### config.mk
export PLATFORM = sky130hd
export DESIGN_NAME = conv_window_fetch
export DESIGN_NICKNAME = d
export VERILOG_FILES = /design/src/rtl/conv_window_fetch_pkg.sv /design/src/rtl/win_addr_gen.sv /design/src/rtl/conv_window_fetch.sv
export VERILOG_INCLUDE_DIRS = /design/src /design/src/rtl
export SDC_FILE = /design/constraint.sdc
export NUM_CORES = 1
export LEC_CHECK = 0
export CAP_MARGIN = 20
export CORE_UTILIZATION = 44
export DETAILED_ROUTE_END_ITERATION = 16
export PLACE_DENSITY = 0.64
export SLEW_MARGIN = 5
export SYNTH_ARGS = -nofsm -noshare
export SYNTH_HDL_FRONTEND = slang
export SYNTH_SLANG_ARGS = --single-unit
### constraint.sdc
create_clock -name clk -period 11.7 [get_ports clk]
set_input_delay 2.925 -clock clk [delete_from_list [all_inputs] [get_ports clk]]
set_output_delay 2.925 -clock clk [all_outputs]
set_load 0.01 [all_outputs]
### src/rtl/my_header.vh
`ifndef MY_HEADER_VH
`define MY_HEADER_VH

`define DWIDTH_DAT   12
`define DWSS         9
`define AWIDTH_FBUFF 15
`define KDIM         3

`endif

### src/rtl/conv_window_fetch_pkg.sv
// Shared widths, FSM encoding and fetch-order helper for the 3x3 window fetcher.
`include "my_header.vh"

package conv_window_fetch_pkg;

    localparam int DW    = `DWIDTH_DAT;
    localparam int NSLOT = `DWSS;
    localparam int AW    = `AWIDTH_FBUFF;
    localparam int KDIM  = `KDIM;

    typedef enum logic [2:0] {
        S_IDLE,
        S_FETCH,
        S_WAIT,
        S_OUT,
        S_DONE
    } state_t;

    // Full load walks columns 1 then 2 top-to-bottom; incremental load only column 2.
    function automatic logic [3:0] fetch_slot(input logic full, input logic [2:0] step);
        logic [3:0] s;
        if (full) begin
            s = (step < 3'd3) ? 4'(1 + 3 * step) : 4'(2 + 3 * (step - 3'd3));
        end else begin
            s = 4'(2 + 3 * step);
        end
        return s;
    endfunction

endpackage

### src/rtl/win_addr_gen.sv
// Window position counters plus per-slot pixel address and bounds check.
// Counters move only on advance_i; slot lookups are combinational, no backpressure.
module win_addr_gen
    import conv_window_fetch_pkg::*;
#(
    parameter int IMG_W = 160,
    parameter int IMG_H = 120
) (
    input  logic          clk,
    input  logic          rst_n,
    input  logic          clear_i,
    input  logic          advance_i,
    input  logic [3:0]    slot_i,
    output logic [AW-1:0] centre_o,
    output logic [AW-1:0] pix_addr_o,
    output logic          pix_inb_o,
    output logic          wrap_o,
    output logic          last_o
);

    logic [AW-1:0] row_q;
    logic [AW-1:0] col_q;
    logic [AW-1:0] addr_q;
    int            slot_r;
    int            slot_c;
    int            pix_r;
    int            pix_c;

    assign wrap_o   = (col_q == AW'(IMG_W - 1));
    assign last_o   = wrap_o && (row_q == AW'(IMG_H - 1));
    assign centre_o = addr_q;

    always_comb begin
        slot_r     = int'(slot_i) / KDIM;
        slot_c     = int'(slot_i) % KDIM;
        pix_r      = int'(row_q) + slot_r - KDIM / 2;
        pix_c      = int'(col_q) + slot_c - KDIM / 2;
        pix_inb_o  = (pix_r >= 0) && (pix_r < IMG_H) && (pix_c >= 0) && (pix_c < IMG_W);
        pix_addr_o = pix_inb_o ? AW'(pix_r * IMG_W + pix_c) : '0;
    end

    // Raster order means the centre address simply counts up, even across a row wrap.
    always_ff @(posedge clk or negedge rst_n) begin
        if (!rst_n) begin
            row_q  <= '0;
            col_q  <= '0;
            addr_q <= '0;
        end else if (clear_i) begin
            row_q  <= '0;
            col_q  <= '0;
            addr_q <= '0;
        end else if (advance_i) begin
            addr_q <= addr_q + AW'(1);
            if (wrap_o) begin
                col_q <= '0;
                row_q <= row_q + AW'(1);
            end else begin
                col_q <= col_q + AW'(1);
            end
        end
    end

endmodule

### src/rtl/conv_window_fetch.sv
// Streams zero-padded 3x3 windows of a frame buffer in raster order.
// First window 8 cycles after start, then 5 (same row) or 8 (new row); holds while out_ready=0.
module conv_window_fetch
    import conv_window_fetch_pkg::*;
#(
    parameter int IMG_W = 160,
    parameter int IMG_H = 120
) (
    input  logic                clk,
    input  logic                rst_n,
    input  logic                start,
    output logic                fb_rd_en,
    output logic [AW-1:0]       fb_raddr,
    input  logic [DW-1:0]       fb_rdata,
    output logic [NSLOT*DW-1:0] din,
    output logic [AW-1:0]       raddr_alu,
    output logic                out_valid,
    input  logic                out_ready,
    output logic                busy,
    output logic                done
);

    state_t        state_q;
    logic [2:0]    step_q;
    logic          full_q;
    logic [DW-1:0] slot_q [NSLOT];
    logic          cap_vld_q;
    logic          cap_zero_q;
    logic [3:0]    cap_slot_q;
    logic          out_valid_q;

    logic [3:0]    cur_slot;
    logic [AW-1:0] pix_addr;
    logic          pix_inb;
    logic          wrap;
    logic          last_win;
    logic          fetch_last;
    logic          start_frame;
    logic          hs;

    assign cur_slot    = fetch_slot(full_q, step_q);
    assign fetch_last  = (step_q == (full_q ? 3'd5 : 3'd2));
    assign start_frame = (state_q == S_IDLE) && start;
    assign hs          = (state_q == S_OUT) && out_valid_q && out_ready;

    win_addr_gen #(
        .IMG_W (IMG_W),
        .IMG_H (IMG_H)
    ) u_addr (
        .clk        (clk),
        .rst_n      (rst_n),
        .clear_i    (start_frame),
        .advance_i  (hs && !last_win),
        .slot_i     (cur_slot),
        .centre_o   (raddr_alu),
        .pix_addr_o (pix_addr),
        .pix_inb_o  (pix_inb),
        .wrap_o     (wrap),
        .last_o     (last_win)
    );

    assign fb_rd_en  = (state_q == S_FETCH) && pix_inb;
    assign fb_raddr  = fb_rd_en ? pix_addr : '0;
    assign out_valid = out_valid_q;
    assign busy      = (state_q != S_IDLE);
    assign done      = (state_q == S_DONE);

    always_comb begin
        din = '0;
        for (int i = 0; i < NSLOT; i++) begin
            din[i*DW +: DW] = slot_q[i];
        end
    end

    always_ff @(posedge clk or negedge rst_n) begin
        if (!rst_n) begin
            state_q     <= S_IDLE;
            step_q      <= '0;
            full_q      <= 1'b0;
            cap_vld_q   <= 1'b0;
            cap_zero_q  <= 1'b0;
            cap_slot_q  <= '0;
            out_valid_q <= 1'b0;
            for (int i = 0; i < NSLOT; i++) begin
                slot_q[i] <= '0;
            end
        end else begin
            // Each fetch cycle's slot/zero tag is delayed one cycle to line up with fb_rdata.
            cap_vld_q  <= (state_q == S_FETCH);
            cap_slot_q <= cur_slot;
            cap_zero_q <= !pix_inb;
            if (cap_vld_q) begin
                slot_q[cap_slot_q] <= cap_zero_q ? '0 : fb_rdata;
            end

            case (state_q)
                S_IDLE: begin
                    if (start) begin
                        state_q <= S_FETCH;
                        step_q  <= '0;
                        full_q  <= 1'b1;
                        for (int r = 0; r < KDIM; r++) begin
                            slot_q[r*KDIM] <= '0;
                        end
                    end
                end
                S_FETCH: begin
                    if (fetch_last) begin
                        state_q <= S_WAIT;
                    end else begin
                        step_q <= step_q + 3'd1;
                    end
                end
                S_WAIT: begin
                    state_q <= S_OUT;
                end
                S_OUT: begin
                    if (!out_valid_q) begin
                        out_valid_q <= 1'b1;
                    end else if (out_ready) begin
                        out_valid_q <= 1'b0;
                        if (last_win) begin
                            state_q <= S_DONE;
                        end else begin
                            state_q <= S_FETCH;
                            step_q  <= '0;
                            full_q  <= wrap;
                            for (int r = 0; r < KDIM; r++) begin
                                if (wrap) begin
                                    slot_q[r*KDIM] <= '0;
                                end else begin
                                    slot_q[r*KDIM]     <= slot_q[r*KDIM + 1];
                                    slot_q[r*KDIM + 1] <= slot_q[r*KDIM + 2];
                                end
                            end
                        end
                    end
                end
                S_DONE: begin
                    state_q <= S_IDLE;
                end
                default: begin
                    state_q <= S_IDLE;
                end
            endcase
        end
    end

endmodule

==> impl_results.md, run 1 <==
* Ys flop type: dfrtp_1
* Antenna Cells at 0
* Synthesized Nets at 1612
* Final Max Slew Viols at 0
* Clock H-tree levels at 4
* Number of max-cap violations at 0
* CTS tree: yes
* Vias in the first global route at between 10000 and 15000
* Nets at 1763
* Detailed-route DRC error count at 0
* Unrepaired setup endpoints after global routing: yes
* Die Width at around 170 um
* Min Tclk post-route at 11.32 ns
* Arrival time at the worst endpoint at 8.39 ns
* Post-Syn Instances at 1472
* Drt initial violations at 750
* Most frequent CP cell: ha_1
* # rows at 62
* First-pass GRT wire length at about 58000 um
* Outcome: completed
* Yosys top cell area share at 32.5%
* CP Max Fanout at 16
* Worst path required time at 8.78 ns
* Max incr delay on CP at 0.45 ns
* IO buf count at 157
* Final period util at 96.7%
* Die Y at 173 um
* Design Area, Final at around 16000 um2
* Number of top-level pins at around 160
* Final setup vio count at 0
* Clock Skew at 0.0188 ns
* Placer congestion estimate at 0.963
* Final Hold Viols at 0
* DR pass1 iterations at 4
* Detailed Place HPWL at 26900 um
* Max Fclk at ~88 MHz
* Worst path slowest cell: dfrtp_2
* Relative slew margins at 29.3%
* Cell accounting for the most synthesized area: dfrtp_1
* Ranking of synthesized cells by area: dfrtp_1, ha_1, mux2i_1, o21ai_0, nand2_1
* Antenna Nets Post-Route at 0
* Most common cell after layout, fill and taps aside: dfrtp_1
* Syn Std Cell Area at 12900 um2
* Seq/Total Area, Yosys at 32.5%
* Area post-placement at 14900 um2
* Synthesized flop and latch total at around 170
* CP Capture Type: output port
* CTS Sinks at 167
* Initial Utilization at 44.8%
* Initial antenna violation count at 0
* Core Util, Final at between 50% and 60%
* Hold crit path type: reg2reg
* Drt via density at 5.55
* Num CTS Buffers at 17
* Post-synth EDFFs at 0
* Max Root-Sink Buffers at 2
* Hold_buf cts at 0
* Synth cell types at 84
* Nature of the critical path startpoint: flip-flop
* Core area at 28700 um2
* Share of layout cells above drive strength 1 at 12.2%
* Via Count at 11200
* Final WL at 36400 um
* Root Driver: clkbuf_16
* Worst-path clk slew at 0.08 ns
* Avg WL per Cell at ~18 um
* Clk_lat worst skew at 0.44 ns
* Syn avg cell area at 8.74 um2
* Reg2Reg Setup Slack at 3.65 ns
* Area growth, synth to finish at 23.2%
* GRT Util Overall at between 20% and 30%
* Grt ovf at 0
* Largest net degree at the start of global routing at about 110
* Fraction of registers with async set/reset at 100%
* Yosys warns at 0
* CP Class: reg2out
* DIE AREA at 29900 um2
* Most frequent cells in the layout: dfrtp_1, nand2_1, clkdlybuf4s50_1, inv_1, o21ai_0
* Worst-Margin Slew at 1.06 ns
[cell families (layout without fill, tap and decap cells)]
logic type,after synthesis,count (layout),share of synthesized area (%)
compound gates,316,316,15.7
buf+inv,203,367,6.14
flops,167,167,32.5
mux,115,115,9.40
fa+ha+maj,124,124,12.4
xor+xnor,86,86,5.97
simple gates,461,461,18.0
[cell usage after synthesis, types with 5 or more instances]
master,n
dfrtp_1,167
nand2_1,155
inv_1,135
ha_1,119
o21ai_0,119
nor2_1,93
mux2i_1,78
a21oi_1,62
xnor2_1,62
clkbuf_1,54
nand3_1,39
mux2_2,36
nor3_1,28
nor2b_1,24
xor2_1,22
a21o_1,16
nor4_1,16
nand4_1,14
o21a_1,14
and3_1,13
o211ai_1,12
or3_1,12
nand2b_1,11
nor4_2,10
and2_1,9
or2_2,9
a31oi_1,8
o22ai_1,7
and4_1,6
o21ai_1,6
o21bai_1,6
a211oi_1,5
buf_1,5
fa_1,5
o2111ai_1,5
[layer usage]
layer | GRT usage [%] | part of all wire, % | up-vias
li1 | - | - | 5453
met5 | 0 | 0 | -
met3 | 4.00 | 4.2 | 52
met1 | 31.9 | 45 | 5413
met4 | 8.59 | 3.1 | 0
met2 | 39.7 | 47 | 290
[metrics by stage]
step | worst slack (ns) | TNS, ns | cells | hold WS, ns
3_3_place_gp | 0.172 | 0 | 1972 | 0.479
4_1_cts | 0.0111 | 0 | 2009 | 0.508
3_5_place_dp | 0.0104 | 0 | 1973 | 0.491
2_1_floorplan | 0.773 | 0 | 1472 | 0.518
6_report | 0.381 | 0 | 2020 | 0.503
5_1_grt | -0.0754 | -0.415 | 2020 | 0.541
[path summary, 6_finish.rpt]
path | start | to | cells after the start
worst max-delay path | step_q[0] | fb_raddr[9] | 40
worst min-delay path | din[94] | din[82] | 2
worst max register to register | step_q[0] | cap_zero_q | 32
worst min register to register | din[94] | din[82] | 2
max in group asynchronous | rst_n | din[89] | 2
min in group asynchronous | rst_n | asynchronous set/reset pin | 1
[worst max-delay path: cells and delay by family (launching register included)]
family / cells / cell delay (ns)
and+or+nand+nor: 13 / 2.47
buffers and inverters: 7 / 0.82
DFF: 1 / 0.45
AOI/OAI and AO/OA: 10 / 1.91
adders and majority gates: 9 / 2.13
muxes: 1 / 0.16
[area by class of cell]
class	count	area [um2]
fill	2676	12900
multi-input combinational	1102	8120
sequential	167	4180
timing repair buffer	199	1910
inverter	136	510
tap	384	480
clock buffer	17	425
clock inverter	15	220
[timing repair]
action	4_1_cts	5_1_grt
gates resized for setup	20	61
setup endpoints to repair	16	16
setup buffers	4	8
pin swaps	5	8
Power of run 1 is not shown: default switching activity piles up to over one toggle a cycle in this logic, so the estimate is an artifact.
==> run 2: changes to the inputs <==
--- a/config.mk
+++ b/config.mk
@@ -9,7 +9,7 @@
 export CAP_MARGIN = 20
 export CORE_UTILIZATION = 44
 export DETAILED_ROUTE_END_ITERATION = 16
-export PLACE_DENSITY = 0.64
+export PLACE_DENSITY = 0.66
 export SLEW_MARGIN = 5
 export SYNTH_ARGS = -nofsm -noshare
 export SYNTH_HDL_FRONTEND = slang
==> run 2 against run 1 <==
Net effect: non-clock buffer count fell by 6; sequential cell count did not move; utilization fell by 0.72 points; register-to-register slack improved by 0.13 ns; cell count fell by 0.30%; critical path depth rose by 1; global-route usage fell by 0.22 points; clock skew rose by 0.0024 ns; highest routed layer unchanged; worst setup slack improved by 0.022 ns.
==> impl_results.md, run 2 (synthesis gave the netlist of run 1 again) <==
* Worst flop-to-flop path endpoint: cap_zero_q (unchanged)
* Number of top-level pins at 158 (unchanged)
* Min Tclk post-route at 11.30 ns (was 11.32 ns)
* Die Width at 173 um (unchanged)
* Clk_lat worst skew at 0.44 ns (about the same)
* Final Hold Viols at 0 (unchanged)
* Area growth, synth to finish at 21.6% (was 23.2%)
* Share of layout cells above drive strength 1 at 11.5% (was 12.2%)
* Nature of the critical path startpoint: flip-flop (unchanged)
* Worst-Margin Slew at 0.969 ns (was 1.06 ns)
* CP Class: reg2out (unchanged)
* CTS tree: yes (unchanged)
* CTS Sinks at 167 (unchanged)
* Final period util at 96.6% (was 96.7%)
* Hold-critical path depth at 2 (unchanged)
* Most common cell after layout, fill and taps aside: dfrtp_1 (unchanged)
* Worst hold path endpoint: din[85] (was din[82])
* GRT Util Overall at 23.9% (was 24.1%)
* Vias in the first global route at 10900 (was 10700)
* Met1 GRT Util at 31.8% (was 31.9%)
* Most frequent CP cell: ha_1 (unchanged)
* Initial antenna violation count at 1 (was 0)
* GRT met2 Usage at 39.2% (was 39.7%)
* Core area at 28700 um2 (unchanged)
* Clock Skew at 0.0211 ns (was 0.0188 ns)
* Final setup vio count at 0 (unchanged)
* Worst R2R Start: step_q[0] (unchanged)
* Number of max-cap violations at 0 (unchanged)
* Grt peak-use layer: met2 (unchanged)
* DIE AREA at 29900 um2 (unchanged)
* Antenna Nets Post-Route at 0 (unchanged)
* Outcome: completed (unchanged)
* Placer congestion estimate at 0.949 (was 0.963)
* Most frequent cells in the layout: dfrtp_1, nand2_1, clkdlybuf4s50_1, inv_1, o21ai_0 (unchanged)
* Max Fclk at 88.5 MHz (was 88.3 MHz)
* Drt initial violations at 842 (was 750)
* Detailed-route DRC error count at 0 (unchanged)
* Max incr delay on CP at 0.45 ns (about the same)
* Avg WL per Cell at 17.7 um (was 18.0 um)
* Detailed Place HPWL at 26900 um (about the same)
* FILL cells at 2702 (was 2676)
* DR pass1 iterations at 5 (was 4)
* Grt ovf at 0 (unchanged)
* Hold_ws at 0.496 ns (was 0.503 ns)
* Initial Utilization at 44.8% (unchanged)
* CP Max Fanout at 16 (unchanged)
* Worst path slowest cell: dfrtp_2 (unchanged)
* Num CTS Buffers at 17 (unchanged)
* Root Driver: clkbuf_16 (unchanged)
* First-pass GRT wire length at 57700 um (was 58000 um)
* Drt via density at 5.56 (was 5.55)
* Largest net degree at the start of global routing at 113 (unchanged)
* IO buf count at 157 (unchanged)
* Clock H-tree levels at 4 (unchanged)
* Antenna Cells at 0 (unchanged)
* Worst path required time at 8.78 ns (about the same)
* Reg2Reg Setup Slack at 3.78 ns (was 3.65 ns)
* Nets at 1757 (was 1763)
* Die Y at 173 um (unchanged)
* CP Capture Type: output port (unchanged)
* Relative slew margins at 35.3% (was 29.3%)
* Unrepaired setup endpoints after global routing: yes (unchanged)
* Final Max Slew Viols at 0 (unchanged)
* Via Count at 11200 (about the same)
* R2R cell count at 35 (was 32)
* Max Root-Sink Buffers at 2 (unchanged)
* Arrival time at the worst endpoint at 8.37 ns (was 8.39 ns)
* # rows at 62 (unchanged)
* Met3 Track Usage GR at 3.47% (was 4.00%)
* Worst-path clk slew at 0.07 ns (was 0.08 ns)
* Hold crit path type: reg2reg (unchanged)
* Final WL at 35600 um (was 36400 um)
## run 2: metal layers
metal  wire, um  part of all wire [%]
met1      16300                    46
met2      16700                    47
met3       1560                   4.4
met4       1120                   3.1
met5          0                     0
## run 2: how the worst max path moves through the flow
stage / end / from
2_1_floorplan: fb_raddr[14] / step_q[0]
3_3_place_gp: fb_raddr[14] / step_q[0]
3_5_place_dp: fb_raddr[8] / step_q[0]
4_1_cts: fb_raddr[14] / step_q[0]
5_1_grt: fb_raddr[5] / step_q[0]
6_report: fb_raddr[5] / step_q[0]
## run 2: stage by stage
step	worst slack (ns)	TNS, ns	std cells	utilization, %	area, um2
6_report	0.403	0	2014	54.5	15600
5_1_grt	-0.0605	-0.412	2014	54.5	15600
4_1_cts	0.0131	0	2007	54.0	15500
3_5_place_dp	-0.0386	-0.145	1974	51.8	14900
3_3_place_gp	0.142	0	1973	51.8	14900
2_1_floorplan	0.773	0	1472	-	12900
## run 2: repair_timing
action                                  4_1_cts  5_1_grt
setup buffers                                 1        5
resized for setup                            23       54
pin swaps                                     1        3
endpoints found under the setup margin       16       16
hold buffers                                  0        0
## run 2: area by class of cell
cell class	count	area, um2	share of cell area [%]
clock buffers	18	439	2.81
clock inverters	14	148	0.944
inverters	136	510	3.26
multi-input cells	1102	8060	51.5
flip-flops and latches	167	4180	26.7
well taps	384	480	3.07
repair buffers	193	1830	11.7
## run 2: worst max-delay path, delay by kind of cell (launching register included)
kind	cells	cell delay, ns
AOI/OAI and AO/OA	9	1.78
xor gates and xnor gates	1	0.14
adders and majority gates	10	2.46
buffers and inverters	7	0.92
DFF	1	0.45
and+or+nand+nor	14	2.22
Power of run 2 is left out for the same reason.
